$ cat src/rtl/hwpe_ctrl_seq_div.sv
// Sequential restoring divider: one quotient bit per cycle, operands latched on start.
// Define HWPE_CTRL_SEQ_DIV_SIGNED_EN to add the signed_i port and a sign-fixup (FIX) state.
module hwpe_ctrl_seq_div #(
  parameter int unsigned NW = 8,
  parameter int unsigned DW = 8
) (
  input  logic          clk_i,
  input  logic          rst_ni,
  input  logic          clear_i,
  input  logic          start_i,
  input  logic [NW-1:0] dividend_i,
  input  logic [DW-1:0] divisor_i,
`ifdef HWPE_CTRL_SEQ_DIV_SIGNED_EN
  input  logic          signed_i,
`endif
  output logic          valid_o,
  output logic          ready_o,
  output logic [NW-1:0] quot_o,
  output logic [DW-1:0] rem_o,
  output logic          div_by_zero_o
);

  localparam int unsigned CW = (NW > 1) ? $clog2(NW) : 1;

`ifdef HWPE_CTRL_SEQ_DIV_SIGNED_EN
  typedef enum logic [1:0] {IDLE = 2'd0, BUSY = 2'd1, DONE = 2'd2, FIX = 2'd3} state_e;
`else
  typedef enum logic [1:0] {IDLE = 2'd0, BUSY = 2'd1, DONE = 2'd2} state_e;
`endif

  state_e        state_q, state_d;
  logic [CW-1:0] cnt_q, cnt_d;
  logic [DW:0]   prem_q, prem_d;
  logic [NW-1:0] dvd_q, dvd_d;
  logic [DW-1:0] dvs_q, dvs_d;
  logic [NW-1:0] quot_q, quot_d;
  logic [DW-1:0] rem_q, rem_d;
  logic          dbz_q, dbz_d;

  logic [DW:0]   r_shift, r_sub, r_next;
  logic          q_bit;
  logic [NW-1:0] dvd_next, dvd_load;
  logic [DW-1:0] dvs_load;

`ifdef HWPE_CTRL_SEQ_DIV_SIGNED_EN
  logic sgn_q, sgn_d, qneg_q, qneg_d, rneg_q, rneg_d;
  logic dvd_neg, dvs_neg;

  // Magnitudes at latch time; the most-negative value maps onto itself as an unsigned magnitude.
  always_comb begin
    dvd_neg  = signed_i && dividend_i[NW-1];
    dvs_neg  = signed_i && divisor_i[DW-1];
    dvd_load = dvd_neg ? -dividend_i : dividend_i;
    dvs_load = dvs_neg ? -divisor_i  : divisor_i;
  end
`else
  assign dvd_load = dividend_i;
  assign dvs_load = divisor_i;
`endif

  // Quotient bits shift into the dividend register as its MSBs are consumed.
  always_comb begin
    r_shift  = {prem_q[DW-1:0], dvd_q[NW-1]};
    r_sub    = r_shift - {1'b0, dvs_q};
    q_bit    = (r_shift >= {1'b0, dvs_q});
    r_next   = q_bit ? r_sub : r_shift;
    dvd_next = {dvd_q[NW-2:0], q_bit};
  end

  always_comb begin
    state_d = state_q;
    cnt_d   = cnt_q;
    prem_d  = prem_q;
    dvd_d   = dvd_q;
    dvs_d   = dvs_q;
    quot_d  = quot_q;
    rem_d   = rem_q;
    dbz_d   = dbz_q;
`ifdef HWPE_CTRL_SEQ_DIV_SIGNED_EN
    sgn_d   = sgn_q;
    qneg_d  = qneg_q;
    rneg_d  = rneg_q;
`endif
    unique case (state_q)
      IDLE, DONE: begin
        if (start_i) begin
          state_d = BUSY;
          cnt_d   = CW'(NW - 1);
          prem_d  = '0;
          dvd_d   = dvd_load;
          dvs_d   = dvs_load;
`ifdef HWPE_CTRL_SEQ_DIV_SIGNED_EN
          sgn_d   = signed_i;
          qneg_d  = dvd_neg ^ dvs_neg;
          rneg_d  = dvd_neg;
`endif
        end else begin
          state_d = IDLE;
        end
      end
      BUSY: begin
        prem_d = r_next;
        dvd_d  = dvd_next;
        cnt_d  = cnt_q - 1'b1;
        if (cnt_q == '0) begin
          state_d = DONE;
          quot_d  = dvd_next;
          rem_d   = r_next[DW-1:0];
          dbz_d   = (dvs_q == '0);
`ifdef HWPE_CTRL_SEQ_DIV_SIGNED_EN
          if (sgn_q && (dvs_q != '0)) begin
            state_d = FIX;
            quot_d  = quot_q;
            rem_d   = rem_q;
            dbz_d   = dbz_q;
          end
`endif
        end
      end
`ifdef HWPE_CTRL_SEQ_DIV_SIGNED_EN
      FIX: begin
        state_d = DONE;
        quot_d  = qneg_q ? -dvd_q : dvd_q;
        rem_d   = rneg_q ? -prem_q[DW-1:0] : prem_q[DW-1:0];
        dbz_d   = 1'b0;
      end
`endif
      default: state_d = IDLE;
    endcase
    if (clear_i) begin
      state_d = IDLE;
      quot_d  = '0;
      rem_d   = '0;
      dbz_d   = 1'b0;
    end
  end

  always_ff @(posedge clk_i or negedge rst_ni) begin
    if (!rst_ni) begin
      state_q <= IDLE;
      cnt_q   <= '0;
      prem_q  <= '0;
      dvd_q   <= '0;
      dvs_q   <= '0;
      quot_q  <= '0;
      rem_q   <= '0;
      dbz_q   <= 1'b0;
`ifdef HWPE_CTRL_SEQ_DIV_SIGNED_EN
      sgn_q   <= 1'b0;
      qneg_q  <= 1'b0;
      rneg_q  <= 1'b0;
`endif
    end else begin
      state_q <= state_d;
      cnt_q   <= cnt_d;
      prem_q  <= prem_d;
      dvd_q   <= dvd_d;
      dvs_q   <= dvs_d;
      quot_q  <= quot_d;
      rem_q   <= rem_d;
      dbz_q   <= dbz_d;
`ifdef HWPE_CTRL_SEQ_DIV_SIGNED_EN
      sgn_q   <= sgn_d;
      qneg_q  <= qneg_d;
      rneg_q  <= rneg_d;
`endif
    end
  end

  assign valid_o       = (state_q == DONE);
  assign ready_o       = (state_q == IDLE) || (state_q == DONE);
  assign quot_o        = quot_q;
  assign rem_o         = rem_q;
  assign div_by_zero_o = dbz_q;

endmodule

$ cat config.mk
export PLATFORM = sky130hd
export DESIGN_NAME = hwpe_ctrl_seq_div
export DESIGN_NICKNAME = d
export VERILOG_FILES = /design/src/rtl/hwpe_ctrl_seq_div.sv
export SDC_FILE = /design/constraint.sdc
export NUM_CORES = 1
export LEC_CHECK = 0
export CAP_MARGIN = 20
export CORE_ASPECT_RATIO = 2
export CORE_UTILIZATION = 56
export CTS_CLUSTER_DIAMETER = 200
export DETAILED_ROUTE_END_ITERATION = 10
export GPL_TIMING_DRIVEN = 0
export PLACE_DENSITY = 0.86
export SLEW_MARGIN = 20
export SYNTH_ARGS = -nofsm -noshare
export SYNTH_HDL_FRONTEND = slang
export SYNTH_SLANG_ARGS = --single-unit
$ cat constraint.sdc
create_clock -name clk_i -period 3.15 [get_ports clk_i]
set_input_delay 0.63 -clock clk_i [delete_from_list [all_inputs] [get_ports clk_i]]
set_output_delay 0.63 -clock clk_i [all_outputs]
set_load 0.02 [all_outputs]
---- Yosys cells after proc, flatten, opt, wreduce, memory -nomap -nowiden ----
Index checks and enable logic that the tools add are counted.
cells by class
  eq/ne operators ......................... 4
  $lt $le $gt $ge ......................... 1
  reduce and logical (&&, ||, !) cells .... 11
  muxes and demuxes ....................... 20
  add/sub/neg operators ................... 2
operators with widths
  kind                 count
  $mux 8               9
  $pmux 8 s2           2
  $ge 9x8->1           1
  $logic_not 8->1      1
  $sub 8x8->8          1
  $pmux 3 s2           1
  $reduce_and 2->1     3
  $reduce_bool 2->1    3
  $mux 1               4
  $mux 2               2
  $pmux 2 s2           1
  $logic_not 3->1      1
  $mux 3               1
  $ne 3x3->1 const B   1
  $sub 3x1->3 const B  1
  $eq 2x1->1 const B   1
  $eq 2x2->1 const B   1
  $logic_not 2->1      1
  $ne 2x2->1 const B   1
  $reduce_or 2->1      1
  $logic_or 1x1->1     1
storage, ports and cells
  word-level logic and storage cells ...... 46
  input port bits ......................... 20
  bits in registers ....................... 46

---- Depth between registers and ports, before layout ----
Gate-level depths: netlist (run 1).
  word-level depth ........................ 5
  mapped depth ............................ 10

---- Worst setup path before layout (run 1) ----
OpenSTA, ideal clock, no wires.
  path type ............................... register to register
  from .................................... register dvd_q[7]
  to ...................................... register prem_q[6]
  period minus slack after synthesis ...... 1867 ps
  setup slack ............................. 1283 ps
  arrival time ............................ 1745 ps
  buffers on the path ..................... 0
  library setup time ...................... 122 ps
  stages on the path, launching flop included .. 11
  path through ............................ dfrtp_1 -> inv_1 -> ha_1 -> inv_1 -> fa_1 -> a21oi_1 -> o211ai_1 -> a21oi_1 -> xnor2_1 -> mux2i_1 -> o21ai_1
between the ends
  cells in the longest elaborated chain, start to end .. 3
ends and longest elaborated chain
  what                                       RTL line  text
  start: declaration                         34        logic [NW-1:0] dvd_q, dvd_d;
  start signal: assignment                   157       dvd_q <= dvd_d;
  $sub 8x8->8 or $ge 9x8->1 (tied branches)  64, 65
  $mux 8 (*)                                 66        r_next = q_bit ? r_sub : r_shift;
  $pmux 8 s2 (*)                             84        unique case (state_q)
  end signal: assignment                     156       prem_q <= prem_d;
  end: declaration                           33        logic [DW:0] prem_q, prem_d;
Every way passes the cells marked *; elsewhere a longest branch is shown, timed or not.
A chain may end at the register's enable or synchronous reset.

---- Worst setup path in the final report (run 1) ----
  from .................................... register prem_q[3]
  to ...................................... register prem_q[1]
between the ends
  cells in the longest elaborated chain, start to end .. 3
ends and longest elaborated chain
  what        RTL line  text
  $ge 9x8->1  65        q_bit = (r_shift >= {1'b0, dvs_q});
  $mux 8      66
  $pmux 8 s2  84
Every way passes these cells.

==> impl_metrics.yaml, run 1 <==
synthesis:
  synthTopCellsByArea: "dfrtp_1 (51%), nand2_1 (5.6%), ha_1 (5.5%)"
  avgSynthCellArea_um2: 9.922
  ys_seq_area_share_pct: 50.88
  syn_inst: 228
  synth_edf_count: 0
  synth-main-ff-cell: "dfrtp_1"
  synth.most_common_cell: "dfrtp_1"
  yosysTopAreaCell: "dfrtp_1"
  synth_fp_nets: 259
  async_reset_ff_share_pct: 100.0
  yosys_warnings: 0
  synth_area_mm2: 0.002262
  yosysUniqueCellTypes: 39
  netlist.area_leader.share_pct: 50.88
  synthTopCellsByCount: "dfrtp_1 (46), nand2_1 (34), nor2_1 (20), o21ai_1 (18), inv_1 (14)"
  ys_seq_elements: 46
flow_run:
  maxCapViolations: 0
pwr:
  p_int_mw: 1.378
  p_per_area_mw_per_mm2: 755.3
  switching_share_pct: 36.37
  p_leak_nw: 1.312
  power_frac_seq_pct: 35.0
  ir_drop_mv: 0.5498
  p_clk_share_pct: 24.0
  switchingPower_mw: 0.7874
  p_comb_share_pct: 41.0
timing:
  fin_crit_ps: 2221
  max_freq_ghz: 0.4503
  hold_viol_final: 0
  setup_violations: 0
  skew_ps: 16.09
  tightest_slew_ps: 661.9
  drv_slew: 0
  setup_tns_ps: 0
  finalCritPeriodShare_pct: 70.49
  rsz0062_at_grt: "no"
  whs_ps: 314.2
  slew_headroom_pct: 55.71
floorplan:
  initial_core_util_pct: 58.85
  die_area_mm2: 0.004313
  rows: 32
  die_h_um: 91.89
  core_mm2: 0.003844
  io_pins: 39
  die_w_um: 46.94
critical_path:
  cp-start-kind: "flip-flop"
  reg2reg_to: "prem_q[1]$_DFFE_PN0P_"
  startpoint: "prem_q[3]$_DFFE_PN0P_"
  path_max_fanout: 8
  timing.critical_path.to_type: "flip-flop"
  reg2regPathDepth: 6
  cp.required_ps: 3320
  reg2reg_from: "prem_q[3]$_DFFE_PN0P_"
  worstSetupPathType: "reg -> reg"
  rrSetupSlack_ps: 930
  crit_arrival_ps: 2390
finish:
  syn_to_final_growth_pct: 26.71
  seqCellArea_mm2: 0.001151
  fill_cells: 294
  drive_gt1_share_pct: 9.455
  nets: 305
  antenna_cells: 0
  multi_input_area_um2: 977.2
  fin_cells: 326
route:
  wire_per_inst_um: 16.27
  ant_nets: 0
  drt_wl_total_um: 5305
  route.detailed.drc: 0
  dr.pass1.iters: 5
  drtIter0Drc: 49
  vias: 1864
  avgViaCountPerCell: 5.718
hold_path:
  hp-class: "in -> async"
status:
  status: "finished, final reports clean"
global_route:
  gr-usage-all-layers_pct: 28.15
  grt_max_degree: 25
  grt_pass1_vias: 1927
  grt_overflow_total: 0
  antenna_found_initial: 0
  grt_first_pass_wirelength_um: 8700
cts:
  cts_resized: 0
  clock_sinks: 46
  clock_latency_ps: 300
  clk_pin_slew_worst_paths_ps: 100
  post_cts_buffers: 0
  cts_tree: "done"
  cts_hold_buf: 0
  cts-root-buf: "clkbuf_8"
  htreeDepth: 2
  cts_max_path_buffers: 2
  numCtsBuffers: 5
placement:
  post-place-cells: 318
  dpl.hpwl_um: 4047
  place_congestion: 0.8972
  io_buffers: 38
==> how the worst max path moves through the flow <==
stage                             to  slack, ps  cells after the start
2_1_floorplan  prem_q[6]$_DFFE_PN0P_       1280                     10
3_3_place_gp    dvs_q[6]$_DFFE_PN0P_        250                      1
3_5_place_dp    dvd_q[7]$_DFFE_PN0P_        890                      5
4_1_cts         rem_o[6]$_DFFE_PN0P_        960                     10
5_1_grt        prem_q[6]$_DFFE_PN0P_        790                     10
6_report       prem_q[1]$_DFFE_PN0P_        930                      6
==> layer usage <==
metal	vias to the layer above	share of wire, %	track usage, %
met2	51	59	49.65
met4	0	3.6	12.86
met1	914	35	31.33
met5	-	0	0
met3	21	2.4	3.150
li1	878	-	-
==> cell usage in the layout, fill, tap and decap left out, types with 2 or more instances in the layout <==
cell	netlist	routed
inv_2	2	2
a22oi_1	3	3
a31oi_1	4	4
nor2b_1	5	5
o21ai_0	8	8
bufinv_16	0	2
clkbuf_8	2	7
a21oi_1	7	7
o21ai_1	18	18
nand2_1	34	34
a21oi_2	3	3
clkdlybuf4s50_1	0	37
buf_2	1	2
o22ai_1	5	5
nand3_1	6	6
dfrtp_1	46	46
a22o_1	10	10
inv_1	14	14
buf_6	2	2
ha_1	10	10
nor2_1	20	20
mux2i_1	5	5
xnor2_1	4	4
buf_4	2	2
==> power by group through the flow <==
stage / clock network (mW) / registers (mW) / logic (mW)
CTS: 0.522 / 0.758 / 0.886
finish: 0.520 / 0.758 / 0.887
global placement: 0 / 0.766 / 0.853
detailed placement: 0 / 0.770 / 0.877
global route: 0.544 / 0.770 / 0.975
floorplan: 0 / 0.744 / 0.676
==> per-stage QoR <==
stage,utilization (%),instance area [um^2],total power [mW],setup slack [ps]
final,74.58,2867,2.165,929.4
after CTS,74.58,2867,2.166,964.7
after global placement,70.41,2706,1.619,247.2
after floorplan,-,2262,1.420,1283
after global routing,74.58,2867,2.289,790.7
after detailed placement,71.00,2729,1.647,892.7
==> final cells by class <==
| type | instances | area share [%] |
|---|---|---|
| Sequential cell | 46 | 40.16 |
| Multi-Input combinational cell | 158 | 34.09 |
| Timing Repair Buffer | 39 | 14.05 |
| Buffer | 8 | 2.575 |
| Clock buffer | 5 | 2.401 |
| Clock inverter | 3 | 2.401 |
| Tap cell | 51 | 2.226 |
| Inverter | 16 | 2.095 |
==> cell families (layout without fill, tap and decap cells) <==
logic type	count (synthesis)	in the layout	share of synthesized area (%)
adders and majority gates	11	11	6.416
DFF	46	46	50.88
xor gates and xnor gates	5	5	1.936
muxes	5	5	2.212
AOI/OAI and AO/OA	64	64	18.53
and+or+nand+nor	73	73	14.10
buffers and inverters	24	71	5.918
==> critical path, cell delays in order (launching register included) <==
cell      delay [ps]
dfrtp_1          430
ha_1             410
a21oi_2          230
o221ai_2         130
a21oi_2          380
mux2i_1          380
o21ai_1          120
==> sequential cells by signal (all words and copies together) (netlist names) <==
signal / flops
cnt_q: 3
rem_o: 8
div_by_zero_o: 1
quot_o: 8
dvs_q: 8
prem_q: 8
state_q: 2
dvd_q: 8
Power figures use the tool's default switching activity.
==> inputs of run 2 (changes only) <==
--- a/config.mk
+++ b/config.mk
@@ -7,11 +7,11 @@
 export LEC_CHECK = 0
 export CAP_MARGIN = 20
 export CORE_ASPECT_RATIO = 2
-export CORE_UTILIZATION = 56
+export CORE_UTILIZATION = 47
 export CTS_CLUSTER_DIAMETER = 200
 export DETAILED_ROUTE_END_ITERATION = 10
 export GPL_TIMING_DRIVEN = 0
-export PLACE_DENSITY = 0.86
+export PLACE_DENSITY = 0.77
 export SLEW_MARGIN = 20
 export SYNTH_ARGS = -nofsm -noshare
 export SYNTH_HDL_FRONTEND = slang
==> constraint.sdc (replaced) <==
create_clock -name clk_i -period 1.88 [get_ports clk_i]
set_input_delay 0.376 -clock clk_i [delete_from_list [all_inputs] [get_ports clk_i]]
set_output_delay 0.376 -clock clk_i [all_outputs]
set_load 0.02 [all_outputs]
==> impl_metrics.yaml, run 2 (synthesis gave the netlist of run 1 again) <==
floorplan:
  rows: 35
  initial_core_util_pct: 49.20
  die_h_um: 100.1
  die_area_mm2: 0.005111
  io_pins: 39
  core_mm2: 0.004598
  die_w_um: 51.06
route:
  drt_wl_total_um: 5817
  avgViaCountPerCell: 5.622
  wire_per_inst_um: 17.06
  drtIter0Drc: 42
  route.detailed.drc: 0
  vias: 1917
  dr.pass1.iters: 5
  ant_nets: 0
hold_path:
  hp-class: "reg -> reg"
  hold_start: "cnt_q[0]$_DFFE_PN0P_"
  worstHoldPathCells: 1
  whs_endpoint: "cnt_q[0]$_DFFE_PN0P_"
cts:
  htreeDepth: 2
  clk_pin_slew_worst_paths_ps: 90
  cts_tree: "done"
  cts_max_path_buffers: 2
  clock_latency_ps: 300
  cts-root-buf: "clkbuf_8"
  clock_sinks: 46
  numCtsBuffers: 5
pwr:
  p_per_area_mw_per_mm2: 1371
  p_total_mw: 4.301
  ir_drop_mv: 1.128
  p_leak_nw: 1.371
global_route:
  grt_pass1_vias: 1993
  antenna_found_initial: 0
  gr-usage-all-layers_pct: 24.44
  grt_first_pass_wirelength_um: 9183
  grt_max_degree: 33
  grt_overflow_total: 0
status:
  violations: "setup timing"
  status: "finished, violations left"
finish:
  seqCellArea_mm2: 0.001156
  final_area_mm2: 0.003138
  syn_to_final_growth_pct: 38.72
  fin_cells: 341
  antenna_cells: 0
  final_cell_mix: "dfrtp_1 (42), clkdlybuf4s50_1 (36), nand2_1 (34)"
  multi_input_area_mm2: 0.001186
  drive_gt1_share_pct: 22.38
  fill_cells: 350
  nets: 316
  layout.cells.most_common: "dfrtp_1"
placement:
  dpl.hpwl_um: 4021
  place_congestion: 0.8618
  io_buffers: 38
  post-place-cells: 322
  placed_area_mm2: 0.002726
timing:
  setup_slack_ps: -47.69
  tightest_slew_ps: 655.9
  finalCritPeriodShare_pct: 102.5
  max_freq_ghz: 0.5188
  rsz0062_at_grt: "yes"
  slew_headroom_pct: 56.11
  whs_ps: 465.4
  drv_slew: 0
  setup_violations: 7
  hold_viol_final: 0
  setup_tns_ps: -155.6
  skew_ps: 8.875
  fin_crit_ps: 1928
critical_path:
  timing.critical_path.to_type: "flip-flop"
  rrSetupSlack_ps: -50
  reg2reg_to: "prem_q[1]$_DFFE_PN0P_"
  reg2regPathDepth: 6
  cp-start-kind: "flip-flop"
  cp.required_ps: 2070
  path_max_fanout: 6
  crit_arrival_ps: 2120
  reg2reg_from: "prem_q[3]$_DFFE_PN0P_"
  worstSetupPathType: "reg -> reg"
flow_run:
  maxCapViolations: 0
run 2: how the worst max path moves through the flow:
stage	from	end	slack (ps)	cells past startpoint
after global placement	rst_ni	rem_o[5]$_DFFE_PN0P_	-850	1
after CTS	dvd_q[7]$_DFFE_PN0P_	prem_q[6]$_DFFE_PN0P_	-30	10
after floorplan	dvd_q[7]$_DFFE_PN0P_	prem_q[6]$_DFFE_PN0P_	10	10
after detailed placement	prem_q[3]$_DFFE_PN0P_	rem_o[1]$_DFFE_PN0P_	-290	6
after global routing	dvd_q[7]$_DFFE_PN0P_	rem_o[6]$_DFFE_PN0P_	-140	10
final	prem_q[3]$_DFFE_PN0P_	prem_q[1]$_DFFE_PN0P_	-50	6
run 2: timing repair:
| action | CTS | global route |
|---|---|---|
| hold endpoints to repair | 14 | 0 |
| setup buffers | 9 | 1 |
| gates resized for setup | 24 | 18 |
| endpoints found under the setup margin | 16 | 20 |
| pin swaps | 6 | 8 |
| hold buffers | 1 | 0 |
run 2: final cells by class:
cell class              count  share of cell area (%)
multi-input cells         158                   37.80
flip-flops and latches     46                   36.84
repair buffers             50                   15.39
plain buffers               8                   2.352
clock buffers               6                   2.313
well taps                  55                   2.193
inverters                  16                   1.914
clock inverters             2                   1.196
run 2: stage by stage:
step                utilization (%)  setup WS [ps]
global placement              58.97         -854.9
CTS                           65.99         -28.31
detailed placement            59.29         -286.4
floorplan                         -          12.75
global route                  68.24         -136.4
finish                        68.24         -47.69
run 2: where the power goes:
| part | internal (mW) | switching, mW | leakage (nW) | total, mW |
|---|---|---|---|---|
| sequential | 1.15 | 0.171 | 0.586 | 1.32 |
| clock | 0.397 | 0.327 | 0.0514 | 0.724 |
| combinational | 1.11 | 1.15 | 0.734 | 2.26 |
| total | 2.65 | 1.65 | 1.37 | 4.30 |
run 2: worst max-delay path: stages (launching register included):
cell and delay (ps):
dfrtp_1 470, ha_4 310, a21oi_4 200, o221ai_4 150, a21oi_4 270, mux2i_4 320
o21ai_1 80
run 2: metal layers:
layer | global-route usage, % | vias to the layer above | share of wire, %
li1 | - | 901 | -
met1 | 26.56 | 960 | 36
met2 | 43.83 | 38 | 58
met3 | 3.030 | 18 | 1.8
met4 | 13.89 | 0 | 3.9
met5 | 0 | - | 0
